### src/rtl/deskew_pkg.sv
// rtl/deskew_pkg.sv - shared image geometry constants and streamer state type
package deskew_pkg;

    localparam int IMG_DIM     = 28;
    localparam int PIXELS      = IMG_DIM * IMG_DIM;
    localparam int OUT_BASE    = 784;
    localparam int ADDR_STRIDE = 4;

    typedef enum logic [1:0] {
        ST_IDLE = 2'd0,
        ST_RUN  = 2'd1,
        ST_INTR = 2'd2
    } stream_state_t;

endpackage

### src/rtl/pixel_skid_fifo.sv
// rtl/pixel_skid_fifo.sv - two-entry pixel buffer between BRAM read data and the stream output
module pixel_skid_fifo #(
    parameter int WIDTH = 16
) (
    input  logic             clk,
    input  logic             reset,
    input  logic             push,
    input  logic [WIDTH-1:0] push_data,
    input  logic             pop,
    output logic [WIDTH-1:0] head,
    output logic [1:0]       occ
);

    logic [WIDTH-1:0] slot0;
    logic [WIDTH-1:0] slot1;
    logic             rd_ptr;
    logic             wr_ptr;
    logic [1:0]       count;
    logic             pop_ok;

    // A pop on an empty buffer is meaningless, so it is dropped here rather than corrupting the pointers
    assign pop_ok = pop & (count != 2'd0);
    assign head   = rd_ptr ? slot1 : slot0;
    assign occ    = count;

    // Ring storage: when full, a simultaneous push overwrites the slot being popped this same cycle
    always_ff @(posedge clk or posedge reset) begin
        if (reset) begin
            slot0  <= '0;
            slot1  <= '0;
            rd_ptr <= 1'b0;
            wr_ptr <= 1'b0;
            count  <= 2'd0;
        end else begin
            if (push) begin
                if (wr_ptr) begin
                    slot1 <= push_data;
                end else begin
                    slot0 <= push_data;
                end
                wr_ptr <= ~wr_ptr;
            end
            if (pop_ok) begin
                rd_ptr <= ~rd_ptr;
            end
            case ({push, pop_ok})
                2'b10:   count <= count + 2'd1;
                2'b01:   count <= count - 2'd1;
                default: count <= count;
            endcase
        end
    end

endmodule

### src/rtl/deskew_streamer.sv
// rtl/deskew_streamer.sv - streams the deskewed image from BRAM to the classifier with backpressure
module deskew_streamer #(
    parameter int WIDTH       = 16,
    parameter int ADDRESS     = deskew_pkg::ADDR_STRIDE,
    parameter int BASE        = deskew_pkg::OUT_BASE,
    parameter int PIXELS      = deskew_pkg::PIXELS,
    parameter int INTR_CYCLES = 16
) (
    input  logic             clk,
    input  logic             reset,
    input  logic             start,
    output logic             ready,
    output logic             done_interrupt,
    output logic [12:0]      address,
    input  logic [WIDTH-1:0] in_data,
    output logic             en,
    output logic [3:0]       we,
    output logic [WIDTH-1:0] m_axis_tdata,
    output logic             m_axis_tvalid,
    input  logic             m_axis_tready,
    output logic             m_axis_tlast
);

    import deskew_pkg::*;

    localparam int ICW = (INTR_CYCLES > 1) ? $clog2(INTR_CYCLES) : 1;

    stream_state_t  state;
    stream_state_t  state_next;
    logic [9:0]     rd_idx;
    logic [9:0]     out_cnt;
    logic [ICW-1:0] intr_cnt;
    logic           inflight;
    logic [1:0]     occ;
    logic [WIDTH-1:0] head;
    logic           pop;
    logic           start_frame;
    logic           can_issue;
    logic [2:0]     pending;
    logic [12:0]    rd_addr;

    assign we            = 4'b0000;
    assign m_axis_tvalid = (occ != 2'd0);
    assign m_axis_tdata  = head;
    assign m_axis_tlast  = m_axis_tvalid & (out_cnt == 10'(PIXELS - 1));
    assign pop           = m_axis_tvalid & m_axis_tready;

    // Buffered plus in-flight words may never exceed the two buffer slots; a pop this cycle frees one
    assign pending   = {1'b0, occ} + {2'b00, inflight};
    assign can_issue = (rd_idx < 10'(PIXELS)) && (pending < (3'd2 + {2'b00, pop}));
    assign rd_addr   = 13'((13'(BASE) + {3'b000, rd_idx}) * 13'(ADDRESS));
    assign address   = en ? rd_addr : 13'd0;

    pixel_skid_fifo #(
        .WIDTH(WIDTH)
    ) u_fifo (
        .clk      (clk),
        .reset    (reset),
        .push     (inflight),
        .push_data(in_data),
        .pop      (pop),
        .head     (head),
        .occ      (occ)
    );

    // Frame sequencing state register
    always_ff @(posedge clk or posedge reset) begin
        if (reset) begin
            state <= ST_IDLE;
        end else begin
            state <= state_next;
        end
    end

    // Next state and per-cycle control: read issue, handshake completion, interrupt hold
    always_comb begin
        state_next     = state;
        ready          = 1'b0;
        en             = 1'b0;
        done_interrupt = 1'b0;
        start_frame    = 1'b0;
        case (state)
            ST_IDLE: begin
                ready = 1'b1;
                if (start) begin
                    start_frame = 1'b1;
                    state_next  = ST_RUN;
                end
            end
            ST_RUN: begin
                en = can_issue;
                if (pop && (out_cnt == 10'(PIXELS - 1))) begin
                    state_next = ST_INTR;
                end
            end
            ST_INTR: begin
                done_interrupt = 1'b1;
                if (intr_cnt == ICW'(INTR_CYCLES - 1)) begin
                    state_next = ST_IDLE;
                end
            end
            default: begin
                state_next = ST_IDLE;
            end
        endcase
    end

    // Read/beat/interrupt counters and the one-cycle read-latency tracker
    always_ff @(posedge clk or posedge reset) begin
        if (reset) begin
            rd_idx   <= 10'd0;
            out_cnt  <= 10'd0;
            intr_cnt <= '0;
            inflight <= 1'b0;
        end else begin
            inflight <= en;
            if (start_frame) begin
                rd_idx   <= 10'd0;
                out_cnt  <= 10'd0;
                intr_cnt <= '0;
            end else begin
                if (en) begin
                    rd_idx <= rd_idx + 10'd1;
                end
                if (pop) begin
                    out_cnt <= out_cnt + 10'd1;
                end
                if (state == ST_INTR) begin
                    intr_cnt <= intr_cnt + ICW'(1);
                end
            end
        end
    end

endmodule
### config.mk
export PLATFORM = sky130hd
export DESIGN_NAME = deskew_streamer
export DESIGN_NICKNAME = d
export VERILOG_FILES = /design/src/rtl/deskew_pkg.sv /design/src/rtl/pixel_skid_fifo.sv /design/src/rtl/deskew_streamer.sv
export SDC_FILE = /design/constraint.sdc
export NUM_CORES = 1
export LEC_CHECK = 0
export ABC_AREA = 1
export CAP_MARGIN = 30
export CORE_MARGIN = 2
export CORE_UTILIZATION = 57
export CTS_CLUSTER_DIAMETER = 120
export DETAILED_ROUTE_END_ITERATION = 7
export PLACE_DENSITY = 0.85
export SLEW_MARGIN = 25
export SYNTH_ARGS = -nofsm -noshare
export SYNTH_HDL_FRONTEND = slang
export SYNTH_SLANG_ARGS = --single-unit
### constraint.sdc
create_clock -name clk -period 2.6 [get_ports clk]
set_input_delay 0.26 -clock clk [delete_from_list [all_inputs] [get_ports clk]]
set_output_delay 0.26 -clock clk [all_outputs]
set_load 0.02 [all_outputs]
==> results of run 1 <==
placed cells by master (no fill, tap or decap), types with 2 or more instances in the layout:
| cell type | count |
|---|---|
| ha_1 | 8 |
| clkdlybuf4s50_1 | 39 |
| a21oi_1 | 9 |
| a21oi_2 | 2 |
| xor2_1 | 5 |
| nor3_1 | 5 |
| nand2_2 | 4 |
| o21ai_0 | 41 |
| nand2_4 | 2 |
| nand2_1 | 92 |
| nor3b_1 | 2 |
| nor2_4 | 2 |
| inv_1 | 50 |
| conb_1 | 6 |
| nor2_1 | 34 |
| dfrtp_1 | 63 |
| clkbuf_8 | 10 |
| nand4_1 | 5 |
| inv_2 | 3 |
| buf_4 | 5 |
| xnor2_1 | 3 |
| mux2_2 | 16 |
| clkbuf_1 | 3 |
| dlygate4sd2_1 | 11 |
| nand3_1 | 26 |
worst max path at each step:
| stage | from | slack [ns] | end | cells after the start |
|---|---|---|---|---|
| 2_1_floorplan | u_fifo.occ[0]$_DFFE_PP0P_ | 0.64 | address[11] | 8 |
| 3_3_place_gp | u_fifo.occ[0]$_DFFE_PP0P_ | 0.20 | address[8] | 10 |
| 3_5_place_dp | u_fifo.occ[0]$_DFFE_PP0P_ | 0.12 | address[11] | 8 |
| 4_1_cts | out_cnt[0]$_DFFE_PP0P_ | 0.10 | m_axis_tlast | 4 |
| 5_1_grt | u_fifo.occ[0]$_DFFE_PP0P_ | 0.0004 | address[8] | 10 |
| 6_report | u_fifo.occ[0]$_DFFE_PP0P_ | 0.13 | address[11] | 8 |
synthesized netlist by cell type (all sizes together):
cell type  number  share of area, %
nand3b          1              0.22
o22ai           1              0.19
mux2           16               5.4
xnor2           3              0.79
nand3          27               4.2
clkbuf          6              0.67
dfrtp          63                47
a31oi           1              0.64
o31ai           1              0.22
o21ai          42               6.3
nor4b           1              0.26
clkinv          1              0.11
nor3b           2              0.45
o21a            1              0.22
nand2          98                12
ha              8               3.0
a21oi          11               1.9
or2             1              0.19
conb            1              0.11
nor2           36               4.5
nor3            5              0.75
buf            13               2.9
inv            53               6.0
xor2            5               1.3
nand4           5              0.94
final cells by class:
| type | count | area share [%] |
|---|---|---|
| clock inverters | 3 | 1.039 |
| multi-input cells | 271 | 35.78 |
| well taps | 72 | 2.200 |
| clock buffers | 13 | 3.636 |
| repair buffers | 58 | 13.90 |
| flip-flops and latches | 63 | 38.50 |
| inverters | 54 | 4.950 |
per-layer routing:
metal | vias to the layer above | global-route usage, %
met2 | 99 | 39.08
li1 | 1381 | -
met1 | 1316 | 28.96
met5 | - | 0
met3 | 13 | 5.056
met4 | 0 | 10.85
stage by stage:
step / util (%) / setup WS [ns] / std cells / area (um^2) / hold WS (ns)
after global placement: 69.92 / 0.1976 / 517 / 3897 / 0.4607
after global routing: 73.47 / 0.0004019 / 534 / 4095 / 0.3496
final: 73.47 / 0.1348 / 534 / 4095 / 0.3155
after CTS: 73.18 / 0.1039 / 533 / 4079 / 0.3237
after floorplan: - / 0.6442 / 407 / 3358 / 0.4084
after detailed placement: 69.92 / 0.1198 / 517 / 3897 / 0.4699
sequential cells by signal, summed over array words and instances, names as in the netlist:
name           cells
inflight           1
intr_cnt           4
out_cnt           10
rd_idx            10
state              2
u_fifo.occ         2
u_fifo.rd_ptr      1
u_fifo.slot0      16
u_fifo.slot1      16
u_fifo.wr_ptr      1
logic make-up (layout without fill, tap and decap cells):
kind of cell    count (synthesis)  in the layout  share of synthesized area, %
flops                          63             63                         47.21
fa+ha+maj                       8              8                         2.997
mux                            16             16                         5.395
buf+inv                        73            128                         9.629
compound gates                 57             57                         9.442
simple gates                  176            176                         23.12
xor+xnor                        8              8                         2.098
other cells                     1              6                        0.1123
power by group:
group | internal (mW) | leakage (nW) | switching (mW) | total (mW)
sequential | 1.34 | 0.799 | 0.225 | 1.57
clock | 0.469 | 0.0936 | 0.366 | 0.835
combinational | 1.05 | 1.14 | 1.36 | 2.40
total | 2.86 | 2.04 | 1.95 | 4.81
worst register-to-register path: stages, from the launching register on:
cell and delay, ns:
dfrtp_1 0.43, ha_1 0.21, ha_1 0.29, nand2_2 0.08, nand2_4 0.20, clkinv_1 0.15, buf_4 0.19, nand2_1 0.05
o21ai_0 0.08
==> results.sh, run 1 <==
export IMPL_slowest_stage="dfrtp_1"
export IMPL_fin_skew_ns=0.009055
export IMPL_clkLatencyLatePin_ns=0.34
export IMPL_fillers=443
export IMPL_postCtsSetupBuffers=0
export IMPL_drt_iter0_markers=147
export IMPL_max_freq_mhz=405.6
export IMPL_cts_buffers=9
export IMPL_port_buffers=51
export IMPL_power_density_nw_per_um2=1174
export IMPL_hp_class="primary input to async pin"
export IMPL_ys_warnings_count=0
export IMPL_crit_buf_inv=2
export IMPL_synth_seq_cells=63
export IMPL_required_ns=2.34
export IMPL_vias=2809
export IMPL_cpMostUsedCell="ha_1"
export IMPL_drt_vias_per_instance=5.260
export IMPL_place_gp_congestion=0.8525
export IMPL_postCtsHoldBufs=0
export IMPL_syn_area_um2=3339
export IMPL_drc=0
export IMPL_rsz0062_at_grt="no"
export IMPL_hpwl_mm=4.658
export IMPL_ant_nets=0
export IMPL_min_period_ns=2.465
export IMPL_r2r_start="u_fifo.occ[0]$_DFFE_PP0P_"
export IMPL_top_layer_used="met4"
export IMPL_startpoint_type="flip-flop"
export IMPL_leakage_nw=2.037
export IMPL_avgSynthCellArea_um2=8.307
export IMPL_first_global_vias=2760
export IMPL_cp_max_fo=17
export IMPL_crit_family="simple AND/OR/NAND/NOR gates"
export IMPL_worstPathArrival_ns=2.21
export IMPL_gr_usage_all_layers_pct=23.41
export IMPL_coreArea_um2=5574
export IMPL_seqCellArea_um2=1577
export IMPL_ir_worst_vdd_uv=755.6
export IMPL_insertedDiodeCount=0
export IMPL_reg2reg_depth=8
export IMPL_fin_setup_tns_ns=0
export IMPL_wl_met3_um=447
export IMPL_critPathMaxStageDelay_ns=0.43
export IMPL_die_y_um=80.54
export IMPL_gr_total_overflow=0
export IMPL_critPathKind="flip-flop to output pin"
export IMPL_status="finished clean"
export IMPL_wl_per_cell_um=12.94
export IMPL_power_total_mw=4.806
export IMPL_multi_input_area_um2=1465
export IMPL_cts_sinks=63
export IMPL_finalWirelength_mm=6.910
export IMPL_cts_tree="yes"
export IMPL_grt_max_degree=64
export IMPL_fin_crit_sh_pct=94.82
export IMPL_antenna_found_initial=0
export IMPL_max_cap_viol_count=0
export IMPL_std_cell_rows=27
export IMPL_path_clk_slew_ns=0.07
export IMPL_wl_met1_mm=3.112
export IMPL_die_area_um2=6487
export IMPL_fp_dieW_um=80.54
export IMPL_reg2reg_to="rd_idx[1]$_DFFE_PP0P_"
export IMPL_setup_violations=0
export IMPL_post_cts_resized=13
export IMPL_grt_pass1_wl_mm=11.90
export IMPL_synthCells=402
export IMPL_crit_chain="ha_1 > ha_1 > inv_1 > nand2_2 > a21oi_2 > nand2_4 > nor3_1 > dlygate4sd2_1"
export IMPL_drive_above_1_share_pct=11.04
export IMPL_dr_pass1_iters=4
export IMPL_reg2reg_slack_ns=0.82
export IMPL_start_util_pct=59.91
export IMPL_cts_root_buf="clkbuf_8"
export IMPL_fin_nets=485
export IMPL_ioPinCount=58
export IMPL_report_final_slew_viol_count=0
export IMPL_ys_types=35
export IMPL_cts_max_level=3
export IMPL_dr_wl_met2_mm=3.233
export IMPL_clk_path_buf_depth=2
export IMPL_final_hold_violation_count=0
export IMPL_ys_seq_area_share_pct=47.21
export IMPL_endpoint_kind="output pin"
export IMPL_area_delta_synth_final_pct=22.63
No activity file was read; power rests on OpenSTA's default activity.
==> inputs of run 2 (changes only) <==
--- a/config.mk
+++ b/config.mk
@@ -11,7 +11,9 @@
 export CORE_UTILIZATION = 57
 export CTS_CLUSTER_DIAMETER = 120
 export DETAILED_ROUTE_END_ITERATION = 7
+export MAX_ROUTING_LAYER = met4
 export PLACE_DENSITY = 0.85
+export SETUP_SLACK_MARGIN = 0.3
 export SLEW_MARGIN = 25
 export SYNTH_ARGS = -nofsm -noshare
 export SYNTH_HDL_FRONTEND = slang
==> results.sh, run 2 (synthesis gave the netlist of run 1 again) <==
export IMPL_status="finished clean"
export IMPL_power_density_nw_per_um2=1213
export IMPL_critPathKind="flip-flop to output pin"
export IMPL_endpoint_kind="output pin"
export IMPL_finalWirelength_mm=7.268
export IMPL_postCtsHoldBufs=0
export IMPL_drc=0
export IMPL_drt_vias_per_instance=5.277
export IMPL_cts_sinks=63
export IMPL_drive_above_1_share_pct=15.53
export IMPL_p_sw_share_pct=40.39
export IMPL_slowest_stage="dfrtp_1"
export IMPL_start_util_pct=59.91
export IMPL_layoutNonFillerInstCount=542
export IMPL_dp_cells=517
export IMPL_seqPwrFrac_pct=31.1
export IMPL_die_area_um2=6487
export IMPL_drt_iter0_markers=168
export IMPL_largest_registers="u_fifo.slot0 (16), u_fifo.slot1 (16)"
export IMPL_leakage_nw=2.057
export IMPL_crit_buf_inv=3
export IMPL_grt_max_degree=64
export IMPL_p_sw_mw=2.031
export IMPL_gr_usage_all_layers_pct=25.34
export IMPL_area_delta_synth_final_pct=24.20
export IMPL_fillers=422
export IMPL_antenna_found_initial=0
export IMPL_critPathMaxStageDelay_ns=0.39
export IMPL_first_global_vias=2777
export IMPL_report_final_slew_viol_count=0
export IMPL_p_clk_share_pct=16.7
export IMPL_ioPinCount=58
export IMPL_required_ns=2.34
export IMPL_ant_nets=0
export IMPL_layout_common_cells="nand2_1 (92), dfrtp_1 (62), inv_1 (50), o21ai_0 (41), clkdlybuf4s50_1 (38)"
export IMPL_startpoint_type="flip-flop"
export IMPL_ir_worst_vdd_uv=666.3
export IMPL_cp_max_fo=7
export IMPL_worstPathArrival_ns=1.98
export IMPL_dr_pass1_iters=5
export IMPL_fin_crit_sh_pct=86.04
export IMPL_crit_family="buffers and inverters"
export IMPL_port_buffers=51
export IMPL_cts_tree="yes"
export IMPL_wl_per_cell_um=13.41
export IMPL_grt_pass1_wl_mm=12.48
export IMPL_hp_class="primary input to async pin"
export IMPL_clkLatencyLatePin_ns=0.34
export IMPL_fin_nets=493
export IMPL_max_cap_viol_count=0
export IMPL_std_cell_rows=27
export IMPL_min_period_ns=2.237
export IMPL_layout_commonest_cell="nand2_1"
export IMPL_fin_skew_ns=0.01329
export IMPL_rsz0062_at_grt="no"
export IMPL_fp_dieW_um=80.54
export IMPL_intPower_mw=2.998
export IMPL_max_freq_mhz=447.0
export IMPL_cts_buffers=9
export IMPL_vias=2860
export IMPL_gr_total_overflow=0
export IMPL_coreArea_um2=5574
export IMPL_fin_setup_tns_ns=0
export IMPL_place_gp_congestion=0.8660
export IMPL_setup_violations=0
export IMPL_path_clk_slew_ns=0.07
export IMPL_die_y_um=80.54
export IMPL_crit_chain="ha_2 > ha_1 > inv_1 > nand2_2 > a21oi_4 > nand2_4 > buf_12 > nor2_1 > dlygate4sd2_1"
export IMPL_cts_root_buf="clkbuf_8"
export IMPL_p_comb_share_pct=52.2
export IMPL_clk_path_buf_depth=2
export IMPL_final_hold_violation_count=0
export IMPL_cts_max_level=3
export IMPL_hpwl_mm=4.658
export IMPL_insertedDiodeCount=0
[run 2: area by class of cell]
| class | count | area (um^2) | share of cell area [%] |
|---|---|---|---|
| Clock inverter | 3 | 42.54 | 1.026 |
| Timing Repair Buffer | 66 | 606.8 | 14.63 |
| Clock buffer | 13 | 148.9 | 3.590 |
| Multi-Input combinational cell | 271 | 1475 | 35.57 |
| Tap cell | 72 | 90.09 | 2.172 |
| Inverter | 54 | 206.4 | 4.977 |
| Sequential cell | 63 | 1578 | 38.04 |
[run 2: timing repair]
action / 4_1_cts / 5_1_grt
pin swaps: 1 / 2
buffers inserted: 5 / 3
endpoints found under the setup margin: 13 / 12
resized for setup: 25 / 18
[run 2: power groups by stage]
stage / Clock (mW) / Combinational, mW / Sequential (mW)
finish: 0.839 / 2.63 / 1.56
global route: 0.900 / 2.88 / 1.62
CTS: 0.849 / 2.59 / 1.56
detailed placement: 0 / 2.45 / 1.58
global placement: 0 / 2.38 / 1.56
floorplan: 0 / 1.66 / 1.52
[run 2: stage by stage]
stage,worst slack [ns],utilization (%),area [um^2],hold slack [ns],power (mW)
after floorplan,0.6442,-,3358,0.4084,3.186
after global placement,0.1976,69.92,3897,0.4607,3.944
after detailed placement,0.1198,69.92,3897,0.4699,4.027
after CTS,0.3010,74.28,4140,0.3237,4.996
after global routing,0.2777,74.41,4148,0.3418,5.391
final,0.3630,74.41,4148,0.3161,5.029
[run 2: worst paths after layout]
| kind | startpoint | to | slack (ns) | depth (start not counted) |
|---|---|---|---|---|
| max in group asynchronous | reset | rd_idx[4]$_DFFE_PP0P_ | 2.02 | 3 |
| min | reset | u_fifo.slot1[3]$_DFFE_PP0P_ | 0.32 | 3 |
| min reg2reg | u_fifo.rd_ptr$_DFFE_PP0N_ | u_fifo.rd_ptr$_DFFE_PP0N_ | 0.48 | 1 |
| min in group clk | u_fifo.rd_ptr$_DFFE_PP0N_ | u_fifo.rd_ptr$_DFFE_PP0N_ | 0.48 | 1 |
| max reg2reg | u_fifo.occ[0]$_DFFE_PP0P_ | u_fifo.occ[1]$_DFFE_PP0P_ | 0.60 | 10 |
| max | inflight$_DFF_PP0_ | address[9] | 0.36 | 9 |
[run 2: routing by layer]
metal  vias to the layer above  part of all wire, %  GRT usage (%)
li1                       1402                    -              -
met1                      1359                   45          31.69
met2                        84                   47          40.58
met3                        15                  5.9          5.056
met4                         0                  1.8          10.34
met5                         -                    0              -
[run 2: worst min-delay path, stage by stage]
cell             delay [ns]
clkdlybuf4s50_1        0.41
inv_2                  0.07
buf_12                 0.30
==> inputs of run 3 (changes only) <==
--- a/config.mk
+++ b/config.mk
@@ -10,6 +10,7 @@
 export CORE_MARGIN = 2
 export CORE_UTILIZATION = 57
 export CTS_CLUSTER_DIAMETER = 120
+export CTS_CLUSTER_SIZE = 40
 export DETAILED_ROUTE_END_ITERATION = 7
 export MAX_ROUTING_LAYER = met4
 export PLACE_DENSITY = 0.85
==> results of run 3 <==
The final DEF is identical to that of run 2; final timing and power are the same.
